[config.mk]
export PLATFORM = sky130hd
export DESIGN_NAME = regbank_read_arbiter
export DESIGN_NICKNAME = d
export VERILOG_FILES = /design/src/rtl/regbank_pkg.sv /design/src/rtl/rr_arbiter.sv /design/src/rtl/regbank_read_arbiter.sv
export SDC_FILE = /design/constraint.sdc
export NUM_CORES = 1
export LEC_CHECK = 0
export CORE_UTILIZATION = 54
export CTS_CLUSTER_DIAMETER = 40
export DETAILED_ROUTE_END_ITERATION = 8
export GPL_TIMING_DRIVEN = 0
export PLACE_DENSITY = 0.8
export SYNTH_ARGS = -nofsm -noshare
export SYNTH_HDL_FRONTEND = slang
export SYNTH_SLANG_ARGS = --single-unit
export TNS_END_PERCENT = 10
[constraint.sdc]
create_clock -name clk -period 3.57 [get_ports clk]
set_input_delay 0.714 -clock clk [delete_from_list [all_inputs] [get_ports clk]]
set_output_delay 0.714 -clock clk [all_outputs]
set_load 0.005 [all_outputs]
[src/rtl/regbank_pkg.sv]
// Shared types and constants for the arbitrated register bank read path.
package regbank_pkg;

  localparam int DEFAULT_NUM_REQ     = 4;
  localparam int DEFAULT_NUM_ENTRIES = 8;
  localparam int DEFAULT_DATA_W      = 32;
  localparam int DEFAULT_ADDR_W      = $clog2(DEFAULT_NUM_ENTRIES);
  localparam int DEFAULT_ID_W        = $clog2(DEFAULT_NUM_REQ);

  typedef logic [DEFAULT_DATA_W-1:0] entry_t;
  typedef logic [DEFAULT_ADDR_W-1:0] addr_t;
  typedef logic [DEFAULT_ID_W-1:0]   req_id_t;

  // Value the response slot and every bank entry return to on reset,
  // and the value read back from an address outside the bank.
  localparam entry_t RSP_RESET_DATA = '0;

endpackage

[src/rtl/rr_arbiter.sv]
// Round-robin arbiter: grants at most one requester per cycle, scanning
// upward from a rotating priority pointer that it owns.
module rr_arbiter #(
  parameter int NUM_REQ = 4,
  parameter int ID_W    = $clog2(NUM_REQ)
) (
  input  logic               clk,
  input  logic               rst,
  input  logic [NUM_REQ-1:0] req,
  input  logic               enable,
  output logic [NUM_REQ-1:0] grant,
  output logic [ID_W-1:0]    grant_id,
  output logic               grant_valid
);

  localparam logic [ID_W-1:0] LAST_ID = ID_W'(NUM_REQ - 1);

  logic [ID_W-1:0] ptr;

  // Pick the first active requester at or after ptr, wrapping around.
  always_comb begin
    int idx;
    grant       = '0;
    grant_id    = '0;
    grant_valid = 1'b0;
    idx         = 0;
    if (enable) begin
      for (int k = 0; k < NUM_REQ; k++) begin
        idx = int'(ptr) + k;
        if (idx >= NUM_REQ) begin
          idx = idx - NUM_REQ;
        end
        if (!grant_valid && req[idx]) begin
          grant_valid = 1'b1;
          grant[idx]  = 1'b1;
          grant_id    = idx[ID_W-1:0];
        end
      end
    end
  end

  // Move priority to the requester just after the one that won.
  always_ff @(posedge clk) begin
    if (rst) begin
      ptr <= '0;
    end else if (grant_valid) begin
      ptr <= (grant_id == LAST_ID) ? '0 : grant_id + 1'b1;
    end
  end

endmodule

[src/rtl/regbank_read_arbiter.sv]
// Register bank with one write port and one round-robin arbitrated read
// port whose result lands in a single registered response slot.
module regbank_read_arbiter
  import regbank_pkg::*;
#(
  parameter int NUM_REQ     = DEFAULT_NUM_REQ,
  parameter int NUM_ENTRIES = DEFAULT_NUM_ENTRIES,
  parameter int DATA_W      = DEFAULT_DATA_W,
  parameter int ADDR_W      = $clog2(NUM_ENTRIES),
  parameter int ID_W        = $clog2(NUM_REQ)
) (
  input  logic                           clk,
  input  logic                           rst,
  input  logic                           IN_wen,
  input  logic [ADDR_W-1:0]              IN_waddr,
  input  logic [DATA_W-1:0]              IN_wdata,
  input  logic [NUM_REQ-1:0]             IN_req_valid,
  input  logic [NUM_REQ-1:0][ADDR_W-1:0] IN_req_addr,
  output logic [NUM_REQ-1:0]             OUT_req_ready,
  output logic                           OUT_rsp_valid,
  output logic [ID_W-1:0]                OUT_rsp_id,
  output logic [DATA_W-1:0]              OUT_rsp_data,
  input  logic                           IN_rsp_ready
);

  localparam logic [ADDR_W:0]   ENTRY_LIMIT = (ADDR_W + 1)'(NUM_ENTRIES);
  localparam logic [DATA_W-1:0] RESET_DATA  = DATA_W'(RSP_RESET_DATA);

  logic [DATA_W-1:0] mem [NUM_ENTRIES];

  logic              slot_free;
  logic              arb_enable;
  logic [NUM_REQ-1:0] grant;
  logic [ID_W-1:0]   grant_id;
  logic              grant_valid;
  logic [ADDR_W-1:0] sel_addr;
  logic [DATA_W-1:0] read_data;
  logic              waddr_ok;

  // The slot can accept a new read when empty or being drained this cycle;
  // requests seen while reset is held are never granted.
  assign slot_free  = !OUT_rsp_valid || IN_rsp_ready;
  assign arb_enable = slot_free && !rst;
  assign waddr_ok   = ({1'b0, IN_waddr} < ENTRY_LIMIT);

  rr_arbiter #(
    .NUM_REQ (NUM_REQ),
    .ID_W    (ID_W)
  ) u_arb (
    .clk         (clk),
    .rst         (rst),
    .req         (IN_req_valid),
    .enable      (arb_enable),
    .grant       (grant),
    .grant_id    (grant_id),
    .grant_valid (grant_valid)
  );

  assign OUT_req_ready = grant;
  assign sel_addr      = IN_req_addr[grant_id];

  // Read mux with write-first bypass; addresses past the bank read as zero.
  always_comb begin
    read_data = RESET_DATA;
    if ({1'b0, sel_addr} < ENTRY_LIMIT) begin
      if (IN_wen && (IN_waddr == sel_addr)) begin
        read_data = IN_wdata;
      end else begin
        read_data = mem[sel_addr];
      end
    end
  end

  // Bank storage: cleared on reset, single write port that never stalls.
  always_ff @(posedge clk) begin
    if (rst) begin
      for (int i = 0; i < NUM_ENTRIES; i++) begin
        mem[i] <= RESET_DATA;
      end
    end else if (IN_wen && waddr_ok) begin
      mem[IN_waddr] <= IN_wdata;
    end
  end

  // Response slot: load on grant, hold under backpressure, drop valid on drain.
  always_ff @(posedge clk) begin
    if (rst) begin
      OUT_rsp_valid <= 1'b0;
      OUT_rsp_id    <= '0;
      OUT_rsp_data  <= RESET_DATA;
    end else if (grant_valid) begin
      OUT_rsp_valid <= 1'b1;
      OUT_rsp_id    <= grant_id;
      OUT_rsp_data  <= read_data;
    end else if (IN_rsp_ready) begin
      OUT_rsp_valid <= 1'b0;
    end
  end

endmodule

==> impl_metrics.env <==
export IMPL_status="complete, but fails checks"
export IMPL_violations="negative setup slack"
export IMPL_met2_length_um=20100
export IMPL_min_from="OUT_rsp_id[1]"
export IMPL_clk_pin_slew_worst_paths_ns=0.06
export IMPL_critPathTopFamily="compound AO/OA/AOI/OAI gates"
export IMPL_area_growth_pct=26.0
export IMPL_fmax_ghz=0.274
export IMPL_overflow=0
export IMPL_placed_cells=1534
export IMPL_syn_area_mm2=0.0140
export IMPL_fin_crit_sh=1.02
export IMPL_rsz0062_at_grt="yes"
export IMPL_stdcell_count=1628
export IMPL_via_count=10500
export IMPL_met3_length_um=4410
export IMPL_drc=0
export IMPL_die_h_um=163
export IMPL_portBuffers=93
export IMPL_start_util=0.552
export IMPL_drive_gt1_frac=0.207
export IMPL_synth_main_ff_cell="edfxtp_1"
export IMPL_critPathArrivalTime_ns=4.05
export IMPL_endpoint_kind="flop"
export IMPL_setup_violations=29
export IMPL_wl_per_cell_um=26.0
export IMPL_ant_nets=0
export IMPL_cp_slowest_cell="or4_4"
export IMPL_holdCritPathClass="reg -> reg"
export IMPL_vdd_drop_max_v=0.000421
export IMPL_synthCells=1111
export IMPL_wl_um=42400
export IMPL_num_rows=58
export IMPL_hpwlAfterDp_um=23900
export IMPL_path_max_fanout=6
export IMPL_synth_seq_cells=293
export IMPL_timing_final_ws_setup_ns=-0.0768
export IMPL_relSlewSlack=0.218
export IMPL_setup_tns_final_ns=-0.835
export IMPL_grt_start_max_net_pins=33
export IMPL_die_area_mm2=0.0266
export IMPL_yosysUniqueCellTypes=64
export IMPL_synth_warnings=0
export IMPL_cellLeakagePower_nw=6.51
export IMPL_cts_buffers_inserted=36
export IMPL_critPathBufInv=6
export IMPL_cts_tree="built"
export IMPL_dp_slack_ns=-1.21
export IMPL_finalHoldViolations=0
export IMPL_grt_usage=0.313
export IMPL_cts_max_level=2
export IMPL_grt_pass1_wl_um=60700
export IMPL_timing_rr_start="u_arb.ptr[0]"
export IMPL_dr_max_layer_used="met4"
export IMPL_critPathLaunch="u_arb.ptr[0]"
export IMPL_root_buffer="clkbuf_16"
export IMPL_fin_skew_ns=0.0117
export IMPL_period_needed_ns=3.65
export IMPL_clockBufferDepth=3
export IMPL_ios=94
export IMPL_avgSynthCellArea_um2=12.6
export IMPL_maxSlewViolCount=0
export IMPL_drt_met1_wl_um=16000
export IMPL_grt_pass1_vias=10200
export IMPL_core_area_mm2=0.0253
export IMPL_finalPower_mw=10.8
export IMPL_antennaDiodeCount=0
export IMPL_cp_required_ns=3.97
export IMPL_yosysSeqAreaShare=0.602
export IMPL_worst_pin_slew_ns=1.16
export IMPL_cts_sinks=293
export IMPL_die_w_um=163
export IMPL_first_iter_violations=1232
export IMPL_crit_type="reg -> reg"
export IMPL_viasPerCell=6.43
export IMPL_cpPeakStageDelay_ns=0.59
export IMPL_drv_cap=0
export IMPL_synth_edff_count=256
export IMPL_nets=1330
export IMPL_async_flop_share=0
export IMPL_p_per_area_mw_per_mm2=610
export IMPL_drt_pass1_iter_count=6
export IMPL_synth_nets=1171
export IMPL_nFillCells=1688
export IMPL_start_kind="flop"
export IMPL_path_cells="buf_6 -> inv_6 -> ha_4 -> mux4_2 -> o21ba_4 -> or4_4 -> clkbuf_16 -> a21boi_4 -> nor4_4 -> o41ai_4 -> buf_4 -> nor4_4 -> buf_6 -> buf_12 -> a22oi_2 -> o31ai_4"
export IMPL_antenna_found_initial=0
export IMPL_clk_latency_ns=0.53
export IMPL_globalplace_congestion=0.858
[metrics by stage]
stage                     cell area, um2  hold slack, ns  utilization
after global placement             15400           0.437        0.607
after global routing               17600           0.482        0.696
after detailed placement           15400           0.453        0.607
after floorplan                    14000           0.439            -
final                              17600           0.463        0.696
after CTS                          17300           0.460        0.683
[timing repair]
action | CTS | global route
setup buffers | 16 | 10
gates cloned | 0 | 4
setup endpoints to repair | 36 | 101
hold buffers | 0 | 0
gates resized for setup | 134 | 49
pin swaps | 13 | 15
[logic make-up (layout without fill, tap and decap cells)]
family / count (synthesis) / after routing / share of synthesized area
AOI/OAI and AO/OA: 184 / 184 / 0.124
DFF: 293 / 293 / 0.602
buffers and inverters: 84 / 271 / 0.0281
and+or+nand+nor: 475 / 475 / 0.187
muxes: 70 / 70 / 0.0538
adders and majority gates: 5 / 5 / 0.00447
[registers in the layout, summed over array words and instances (netlist names)]
| signal | flops |
|---|---|
| OUT_rsp_id | 2 |
| u_arb.ptr | 2 |
| OUT_rsp_data | 32 |
| mem | 256 |
| OUT_rsp_valid | 1 |
[final cells by class]
cell class	instances	area (um2)	share of cell area
Buffer	76	609	0.0346
Clock buffer	48	998	0.0566
Clock inverter	18	268	0.0152
Inverter	7	32.5	0.00185
Multi-Input combinational cell	734	5630	0.320
Sequential cell	293	8440	0.479
Tap cell	330	413	0.0234
Timing Repair Buffer	122	1240	0.0702
[tightest hold or removal path, delay by kind of cell (launching register included)]
kind | cells | cell delay (ns)
and+or+nand+nor | 2 | 0.11
DFF | 1 | 0.31
[synthesized netlist by cell type, types with 4 or more instances]
library cell  number  area share
a211oi_1           5      0.0027
a221oi_1           5      0.0031
a22oi_1           36       0.019
a32o_1            62       0.044
and2_1           260        0.12
buf_2             22      0.0079
buf_6              5      0.0040
clkbuf_1          47       0.013
dfxtp_1           37       0.053
edfxtp_1         256        0.55
ha_1               5      0.0045
inv_1              5      0.0013
mux2i_1           64       0.046
mux4_2             4      0.0064
nand2_1          139       0.037
nand2b_1           8      0.0036
nand3_1            7      0.0025
nor2_1            22      0.0059
nor3_1             6      0.0021
o21ai_0            9      0.0032
o31ai_1            4      0.0021
o31ai_2           30       0.027
or2_2              9      0.0040
[power breakdown]
part	leakage [nW]	total, mW	switching, mW	internal [mW]
Sequential	2.76	4.20	0.159	4.04
Combinational	3.13	2.68	1.49	1.19
Clock	0.614	3.88	1.46	2.42
Total	6.51	10.8	3.11	7.64
[cells in the final DEF (no fill, tap or decap), types with 4 or more instances in the layout]
master,Yosys,final
and2_1,260,258
edfxtp_1,256,256
nand2_1,139,139
clkdlybuf4s50_1,0,84
mux2i_1,64,64
a32o_1,62,62
clkbuf_16,0,42
clkbuf_1,47,38
dfxtp_1,37,35
a22oi_2,0,32
buf_4,3,29
o31ai_2,30,27
nor2_1,22,19
buf_6,5,13
clkbuf_2,0,9
buf_12,0,9
or2_2,9,9
nand2b_1,8,7
clkinv_2,1,7
clkbuf_4,0,7
o21ai_0,9,6
bufinv_16,0,6
dlymetal6s2s_1,0,6
o31ai_4,0,5
nor3_1,6,4
mux4_2,4,4
a22oi_1,36,4
nor4_4,1,4
clkbuf_8,0,4
ha_1,5,4
[path summary, 6_finish.rpt]
kind	end	slack, ns	cells past startpoint
setup / recovery	OUT_rsp_data[14]	-0.08	16
hold reg to reg	OUT_rsp_id[1]	0.46	2
setup reg to reg	OUT_rsp_data[14]	-0.08	16
hold / removal	OUT_rsp_id[1]	0.46	2
[layer usage]
| metal | vias up | GRT usage |
|---|---|---|
| met4 | 0 | 0.160 |
| met3 | 149 | 0.0604 |
| met5 | - | 0 |
| met1 | 5136 | 0.405 |
| met2 | 751 | 0.501 |
| li1 | 4438 | - |
Note: power is estimated with default switching activity, not from simulation.
